## config.mk

```make
export PLATFORM = sky130hd
export DESIGN_NAME = lap_stopwatch
export DESIGN_NICKNAME = d
export VERILOG_FILES = /design/src/rtl/lap_stopwatch.sv
export SDC_FILE = /design/constraint.sdc
export NUM_CORES = 1
export LEC_CHECK = 0
export BUFFER_PORTS_ARGS = -buffer_cell sky130_fd_sc_hd__buf_2
export CAP_MARGIN = 20
export CORE_ASPECT_RATIO = 1.4
export CORE_MARGIN = 1.5
export CORE_UTILIZATION = 35
export CTS_BUF_LIST = sky130_fd_sc_hd__clkbuf_4
export CTS_CLUSTER_DIAMETER = 100
export DETAILED_ROUTE_END_ITERATION = 16
export HOLD_SLACK_MARGIN = 0.12
export PLACE_DENSITY = 0.52
export SLEW_MARGIN = 20
export SYNTH_ARGS = -nofsm -noshare
export SYNTH_HDL_FRONTEND = slang
export SYNTH_SLANG_ARGS = --single-unit
```

## constraint.sdc

```tcl
create_clock -name clk -period 5.29 [get_ports clk]
set_input_delay 0.7935 -clock clk [delete_from_list [all_inputs] [get_ports clk]]
set_output_delay 0.7935 -clock clk [all_outputs]
set_load 0.005 [all_outputs]
```

## src/rtl/lap_stopwatch.sv

```systemverilog
// Stopwatch with edge-detected commands, BCD millisecond counter, lap memory
// and a parallel 7-segment window of NUM_DISP digits.
module lap_stopwatch #(
  parameter int TICK_DIV   = 50000,
  parameter int NUM_DIGITS = 7,
  parameter int NUM_DISP   = 4,
  parameter int LAP_DEPTH  = 4
) (
  input  logic                             clk,
  input  logic                             rst,
  input  logic                             start,
  input  logic                             pause,
  input  logic                             stop,
  input  logic                             lap,
  input  logic                             lap_next,
  input  logic                             lap_view,
  input  logic [1:0]                       decimal_places,
  output logic [8*NUM_DISP-1:0]            display,
  output logic                             running,
  output logic                             pause_indicator,
  output logic [$clog2(LAP_DEPTH+1)-1:0]   lap_count,
  output logic                             lap_full,
  output logic                             wrapped
);

  localparam int CNT_W = $clog2(LAP_DEPTH + 1);
  localparam int IDX_W = (LAP_DEPTH > 1) ? $clog2(LAP_DEPTH) : 1;
  localparam int PRE_W = (TICK_DIV > 1) ? $clog2(TICK_DIV) : 1;
  localparam int DIG_W = $clog2(NUM_DIGITS);

  typedef enum logic [1:0] {IDLE, RUN, PAUSED} state_t;
  typedef logic [NUM_DIGITS-1:0][3:0] bcd_t;

  state_t           state_q, state_d;
  logic [4:0]       in_q;
  logic [4:0]       in_now;
  logic [4:0]       pulse;
  logic             cmd_stop, cmd_start, cmd_pause, cmd_lap, cmd_next;
  logic [PRE_W-1:0] pre_q;
  bcd_t             cnt_q, cnt_inc, src;
  bcd_t             mem_q [LAP_DEPTH];
  logic [CNT_W-1:0] lap_count_q, lap_idx_q;
  logic             wrapped_q;
  logic             tick, carry;

  function automatic logic [6:0] seg7(input logic [3:0] d);
    case (d)
      4'd0:    seg7 = 7'h3F;
      4'd1:    seg7 = 7'h06;
      4'd2:    seg7 = 7'h5B;
      4'd3:    seg7 = 7'h4F;
      4'd4:    seg7 = 7'h66;
      4'd5:    seg7 = 7'h6D;
      4'd6:    seg7 = 7'h7D;
      4'd7:    seg7 = 7'h07;
      4'd8:    seg7 = 7'h7F;
      4'd9:    seg7 = 7'h6F;
      default: seg7 = 7'h00;
    endcase
  endfunction

  assign in_now = {start, pause, stop, lap, lap_next};
  assign pulse  = in_now & ~in_q;

  // Only the highest-priority pulse of a cycle is acted on; the rest are dropped.
  assign cmd_stop  = pulse[2];
  assign cmd_start = !pulse[2] && pulse[4];
  assign cmd_pause = !pulse[2] && !pulse[4] && pulse[3];
  assign cmd_lap   = !pulse[2] && !pulse[4] && !pulse[3] && pulse[1];
  assign cmd_next  = !pulse[2] && !pulse[4] && !pulse[3] && !pulse[1] && pulse[0];

  // NOTE: every signal driven from always_comb gets a default before any branch, so no latch is inferred.
  always_comb begin
    state_d = state_q;
    if (cmd_stop)                            state_d = IDLE;
    else if (cmd_start && state_q != RUN)    state_d = RUN;
    else if (cmd_pause && state_q == RUN)    state_d = PAUSED;
  end

  assign tick = (state_q == RUN) && (pre_q == PRE_W'(TICK_DIV - 1));

  // NOTE: blocking assignments here are deliberate; carry must ripple through the loop within one evaluation.
  always_comb begin
    carry   = 1'b1;
    cnt_inc = cnt_q;
    for (int d = 0; d < NUM_DIGITS; d++) begin
      if (carry) begin
        if (cnt_q[d] == 4'd9) begin
          cnt_inc[d] = 4'd0;
        end else begin
          cnt_inc[d] = cnt_q[d] + 4'd1;
          carry      = 1'b0;
        end
      end
    end
  end

  // NOTE: non-blocking assignments for all registered state so every flop samples pre-edge values.
  always_ff @(posedge clk) begin
    if (rst) begin
      state_q     <= IDLE;
      in_q        <= '0;
      pre_q       <= '0;
      cnt_q       <= '0;
      lap_count_q <= '0;
      lap_idx_q   <= '0;
      wrapped_q   <= 1'b0;
      // NOTE: the lap memory is reset too, so a fresh session never exposes stale laps.
      for (int j = 0; j < LAP_DEPTH; j++) mem_q[j] <= '0;
    end else begin
      in_q    <= in_now;
      state_q <= state_d;
      if (cmd_stop) begin
        pre_q       <= '0;
        cnt_q       <= '0;
        lap_count_q <= '0;
        lap_idx_q   <= '0;
        wrapped_q   <= 1'b0;
        for (int j = 0; j < LAP_DEPTH; j++) mem_q[j] <= '0;
      end else begin
        if (state_q == RUN) begin
          if (tick) begin
            pre_q <= '0;
            cnt_q <= cnt_inc;
            if (carry) wrapped_q <= 1'b1;
          end else begin
            pre_q <= pre_q + 1'b1;
          end
        end
        // Lap stores the value shown before this edge's increment.
        if (cmd_lap && state_q != IDLE && !lap_full) begin
          mem_q[IDX_W'(lap_count_q)] <= cnt_q;
          lap_count_q                <= lap_count_q + 1'b1;
        end
        if (cmd_next && lap_count_q != '0) begin
          lap_idx_q <= (lap_idx_q + 1'b1 == lap_count_q) ? '0 : lap_idx_q + 1'b1;
        end
      end
    end
  end

  // Display i shows source digit (3 - decimal_places + i); dp marks the units-of-seconds digit.
  always_comb begin
    src     = (lap_view && lap_count_q != '0) ? mem_q[IDX_W'(lap_idx_q)] : cnt_q;
    display = '0;
    for (int i = 0; i < NUM_DISP; i++) begin
      display[8*i +: 7] = seg7(src[DIG_W'(3 + i) - DIG_W'(decimal_places)]);
      display[8*i + 7]  = (decimal_places != 2'd0) && (int'(decimal_places) == i);
    end
  end

  assign running         = (state_q == RUN);
  assign pause_indicator = (state_q == PAUSED);
  assign lap_count       = lap_count_q;
  assign lap_full        = (lap_count_q == CNT_W'(LAP_DEPTH));
  assign wrapped         = wrapped_q;

endmodule

```

# Word level (Yosys, flattened, before mapping)
# Memory sizes are Yosys's and may differ from the RTL's. A register that Yosys moved wholly into a read port is not among the register bits.
# Cells that the tools add are included.
totals:
  n_memories: 5
  romBits: 448
  in_bits: 10
  out_inout_bits: 39
  ramBits: 112
  latch_bits: 0
  reg_bits: 58
mem_list:
  columns: ["name", "depth", "width", "read_ports", "rd_clocked_by_memory_dff", "wr", "line", "text"]
  rows:
  - ["(name not given)", 16, 7, 1, 0, 0, "47", "case (d)"]
  - ["(name not given)", 16, 7, 1, 0, 0, "47", null]
  - ["(name not given)", 16, 7, 1, 0, 0, "47", null]
  - ["(name not given)", 16, 7, 1, 0, 0, "47", null]
  - ["mem_q", 4, 28, 1, 1, 4, "41", "bcd_t mem_q [LAP_DEPTH];"]
classes:
  shifts: 0
  magnitude_cmp: 4
  eq_ne: 16
  addsub: 14
  reduce_logical: 39
  bitwise: 6
  div_mod_pow: 0
  n_mux: 51
  n_mul: 0
op_table:
  columns: ["op", "n"]
  rows:
  - ["two-way mux 28 bit", 6]
  - ["binary-select mux 4 bit (select 3 bit)", 4]
  - ["two-way mux 4 bit", 11]
  - ["adder 4 x 1 -> 4 bit (second input constant)", 7]
  - ["equality test 4 bit (second input constant)", 7]
  - ["OR reduction 28 bit", 1]
  - ["two-way mux 1 bit", 25]
  - ["AND reduction 3 bit", 7]
  - ["logical AND 1 bit", 18]
  - ["adder 16 x 1 -> 16 bit (second input constant)", 1]
  - ["equality test 16 bit (second input constant)", 1]
  - ["< comparator 3 x 4 -> 1 bit (second input constant)", 4]
  - ["two-way mux 16 bit", 1]
  - ["subtractor 3 x 2 -> 3 bit (first input constant)", 3]
  - ["adder 3 x 1 -> 3 bit (second input constant)", 2]
  - ["equality test 2 bit (second input constant)", 3]
  - ["two-way mux 2 bit", 3]
  - ["nonzero test 2 bit", 3]
  - ["bitwise AND 5 bit", 1]
  - ["zero test 1 bit", 5]
  - ["inverter 5 bit", 1]
  - ["equality test 2 x 1 -> 1 bit (second input constant)", 2]
  - ["bitwise OR 1 bit", 4]
  - ["equality test 3 bit", 1]
  - ["other kinds (9)", 9]

# Logic depth before layout (Yosys ltp)
depth:
  ltp_word: 14
  depth_mapped: 15
  ltp_nobuf: 12

# Worst setup path after synthesis
# OpenSTA, ideal clock, no wires.
synth_path:
  path_kind: "input to output"
  start: "input port decimal_places[0]"
  end: "output port display[11]"
  setup_slack_ns: 1.013
  arrival_time_ns: 3.484
  t_required_ns: 4.497
  stages: 13
  n_path_buf: 2
  path_cell_list: "clkbuf_1 inv_2 buf_1 ha_1 inv_1 mux4_2 a221oi_1 a221o_1 inv_1 ha_1 inv_1 mux2i_1 a21o_1"
synth_via:
  elab_chain_cells: 4
synth_rtl:
  columns: ["element", "line", "text"]
  rows:
  - ["start: declaration", "17", "input logic [1:0] decimal_places,"]
  - ["subtractor 3 x 2 -> 3 bit", "147", "display[8*i +: 7] = seg7(src[DIG_W'(3 + i) - DIG_W'(decimal_places)]);"]
  - ["binary-select mux 4 bit (select 3 bit)", "147", null]
  - ["two-way mux 4 bit (not written as such)", "147", null]
  - ["memory (16 x 7 bit)", null, null]
  - ["end: declaration", "18", "output logic [8*NUM_DISP-1:0] display,"]
# Every way passes these cells. The select of a mux whose other input is x is not followed.

# Worst setup path in the final report
layout_path:
  start: "register lap_count_q[0], in the netlist lap_count[0]"
  end: "output port display[30]"
layout_via:
  elab_chain_cells: 6
layout_rtl:
  columns: ["element", "line", "text"]
  rows:
  - ["start: declaration", "42", "logic [CNT_W-1:0] lap_count_q, lap_idx_q;"]
  - ["start signal: assignment", "133", "lap_count_q <= lap_count_q + 1'b1;"]
  - ["nonzero test 3 bit", "144", "src = (lap_view && lap_count_q != '0) ? mem_q[IDX_W'(lap_idx_q)] : cnt_q;"]
  - ["logical AND 1 bit", "144", null]
  - ["two-way mux 28 bit", "144", null]
  - ["binary-select mux 4 bit (select 3 bit)", "147", null]
  - ["two-way mux 4 bit (not written as such)", "147", null]
  - ["memory (16 x 7 bit)", null, null]
# Every way passes these cells. The select of a mux whose other input is x is not followed.

==> results.py <==
metrics = {
    "run_status": {
        "outcome": "finished clean",
    },
    "placement": {
        "gp_congestion": 0.822,
        "portBuffers": 47,
        "dp.cells": 1235,
        "dpl.hpwl_um": 15800,
        "pre_cts_slack_ns": 0.909,
        "dpl-instance-area_um2": 10200,
    },
    "detailed_routing": {
        "vias_per_cell": 5.24,
        "drc": 0,
        "wl_per_cell_um": 18.7,
        "via_count": 6641,
        "postRouteAntennaNets": 0,
        "totalWireLength_um": 23700,
        "first_pass_iters": 5,
        "drt_iter0_drc": 391,
    },
    "die": {
        "rows": 71,
        "io-pin-count": 49,
        "die_x_um": 143,
        "coreArea_um2": 27000,
        "die_area_um2": 28600,
        "die_h_um": 199,
        "initial_core_util_pct": 35.7,
    },
    "setup_path": {
        "cp.arrival_ns": 4.14,
        "worstPathCellList": "inv_1 > ha_1 > nand2b_1 > and2_1 > buf_4 > mux2_2 > mux4_2 > o22ai_1 > inv_1 > ha_1 > mux2_1 > o21ai_1 > buf_2",
        "crit_type": "reg2out",
        "regToRegSetupSlack_ns": 1.44,
        "cp_slowest_cell": "dfxtp_1",
        "cp-start-kind": "flip-flop",
        "crit_required_ns": 4.50,
        "critPathCaptureType": "output pin",
        "r2r.worst_path.cells": 10,
        "worst-path-max-fanout": 15,
        "slowest_delay_ns": 0.49,
    },
    "hold_path": {
        "hold_path_depth": 2,
        "hold_class": "in2reg",
    },
    "clock_tree": {
        "cts_buffers": 17,
        "cts_tree": "done",
        "clock_sinks": 172,
        "root_buffer": "clkbuf_4",
        "postCtsSetupBuffers": 0,
        "clkTransAtPathRegs_ns": 0.13,
        "insertion_delay_ns": 0.57,
        "cts.htree.levels": 4,
        "cts_buffer_depth": 2,
    },
    "layout": {
        "layout_common_cells": "and3_1, edfxtp_1, dfxtp_1",
        "layout_commonest_cell": "and3_1",
        "final_nets": 932,
        "final_cell_area_um2": 10500,
        "drive_gt1_share_pct": 20.0,
        "instances_no_fill": 1268,
        "area_growth_pct": 8.58,
    },
    "timing": {
        "slew_headroom_pct": 45.8,
        "skew_ns": 0.0163,
        "worst_pin_slew_ns": 0.805,
        "fin_crit_ns": 4.93,
        "period_share_pct": 93.2,
        "setup_viol": 0,
        "fin_setup_tns_ns": 0,
        "fmax_mhz": 203,
        "hold_viol_final": 0,
        "fin_ws_ns": 0.359,
        "rsz0062_at_grt": "false",
        "maxSlewViolCount": 0,
    },
    "global_route": {
        "antenna_found_initial": 1,
        "grt_usage_pct": 17.3,
        "global_route.usage.met3_pct": 2.59,
        "grt_use_met1_pct": 21.3,
        "grt_pass1_vias": 6464,
        "grt_pass1_wl_um": 36900,
        "gr-max-usage-layer": "met2",
        "overflow": 0,
        "grt_max_degree": 51,
        "grt_use_met2_pct": 30.6,
    },
    "synthesis": {
        "post_synth.cell_area_avg_um2": 11.1,
        "synthTopCellsByArea": "edfxtp_1, dfxtp_1, mux4_2",
        "synthCells": 865,
        "synth_area_um2": 9640,
        "synthFlopType": "edfxtp_1",
        "async_reset_ff_share_pct": 0,
        "synth_top_cell_area_share_pct": 34.9,
        "ys_ff_latch": 172,
        "synthDistinctLibCells": 61,
        "synth_area_leader_cell": "edfxtp_1",
        "synth.net_count": 908,
        "synth-edff-count": 112,
        "ys.warnings.count": 0,
        "yosysSeqAreaShare_pct": 47.4,
    },
    "pwr": {
        "total_power_w": 0.00238,
        "power_density_nw_per_um2": 227,
        "leakage_nw": 4.26,
        "ir_worst_vdd_uv": 115,
    },
    "flow_run": {
        "max_cap_violations": 0,
    },
}
## final timing paths
kind                start      endpoint
min                 start       in_q[4]
max          lap_count[0]   display[30]
min reg2reg      pre_q[1]      pre_q[1]
max reg2reg  lap_count[0]  mem_q[2][26]
## power breakdown
group          internal, W  switching [W]  leakage [nW]
clock network     0.000260       0.000442         0.151
registers          0.00147      0.0000115          1.71
logic            0.0000784       0.000116          2.40
total              0.00181       0.000569          4.26
## flip-flops by register name, summed over array words and instances (netlist names), named ones only
register,flops
state_q,2
cnt_q,28
pre_q,16
wrapped,1
mem_q,112
lap_count,3
in_q,5
lap_idx_q,3
## cells in the mapped netlist, types with 3 or more instances
master	instances
o22ai_1	6
nand3_1	19
clkbuf_1	51
and2_1	4
dfxtp_1	60
xnor2_1	19
nor2b_1	17
nand2_1	49
a21oi_1	31
nor4_1	3
a221oi_1	7
nor3b_1	7
a221o_1	3
mux2_2	19
a21o_1	9
or2_2	4
nor2_1	57
o21ai_1	3
nor3_1	9
o31ai_1	3
xor2_1	13
and4_1	4
nand2b_1	9
mux2i_1	20
o21ai_0	32
ha_1	33
mux4_2	44
and3_1	115
inv_1	42
or3_1	7
nand4_1	9
edfxtp_1	112
buf_4	8
## worst max-delay path: cells and delay by family (launching register included)
| kind | cells | cell delay [ns] |
|---|---|---|
| muxes | 3 | 1.17 |
| buffers and inverters | 4 | 0.66 |
| AOI/OAI and AO/OA | 2 | 0.54 |
| DFF | 1 | 0.49 |
| adders and majority gates | 2 | 0.45 |
| and+or+nand+nor | 2 | 0.26 |
## layer usage
metal | up-vias | part of all wire, %
li1 | 3223 | -
met1 | 3258 | 44
met2 | 126 | 50
met3 | 34 | 2.9
met4 | 0 | 2.3
met5 | - | 0
## layout make-up
cell class	count	area (um^2)
fill	2721	16500
multi-input combinational	585	4630
sequential	172	4570
tap	365	457
timing repair buffer	70	408
clock buffer	23	173
inverter	43	161
clock inverter	9	70.1
antenna	1	2.50
## metrics by stage
step           hold WS [ns]  utilization (%)
5_1_grt               0.402             38.7
2_1_floorplan         0.445                -
3_5_place_dp          0.454             37.8
3_3_place_gp          0.447             37.8
6_report              0.440             38.7
4_1_cts               0.388             38.7
## what timing repair did
| action | CTS | global route |
|---|---|---|
| setup endpoints to repair | 0 | 2 |
| hold buffers | 0 | 0 |
| gates resized for setup | 0 | 1 |
| endpoints found under the hold margin | 0 | 0 |
## logic make-up (layout without fill, tap and decap cells)
logic type                 Yosys count  in the layout  synth area share (%)
AOI/OAI and AO/OA                  108            108                  6.92
and+or+nand+nor                    326            326                  19.0
xor gates and xnor gates            32             32                  2.91
muxes                               85             85                  14.8
buffers and inverters              108            145                  4.70
adders and majority gates           33             33                  4.28
other                                1              2                0.0389
DFF                                172            172                  47.4
Power figures use the tool's default switching activity.
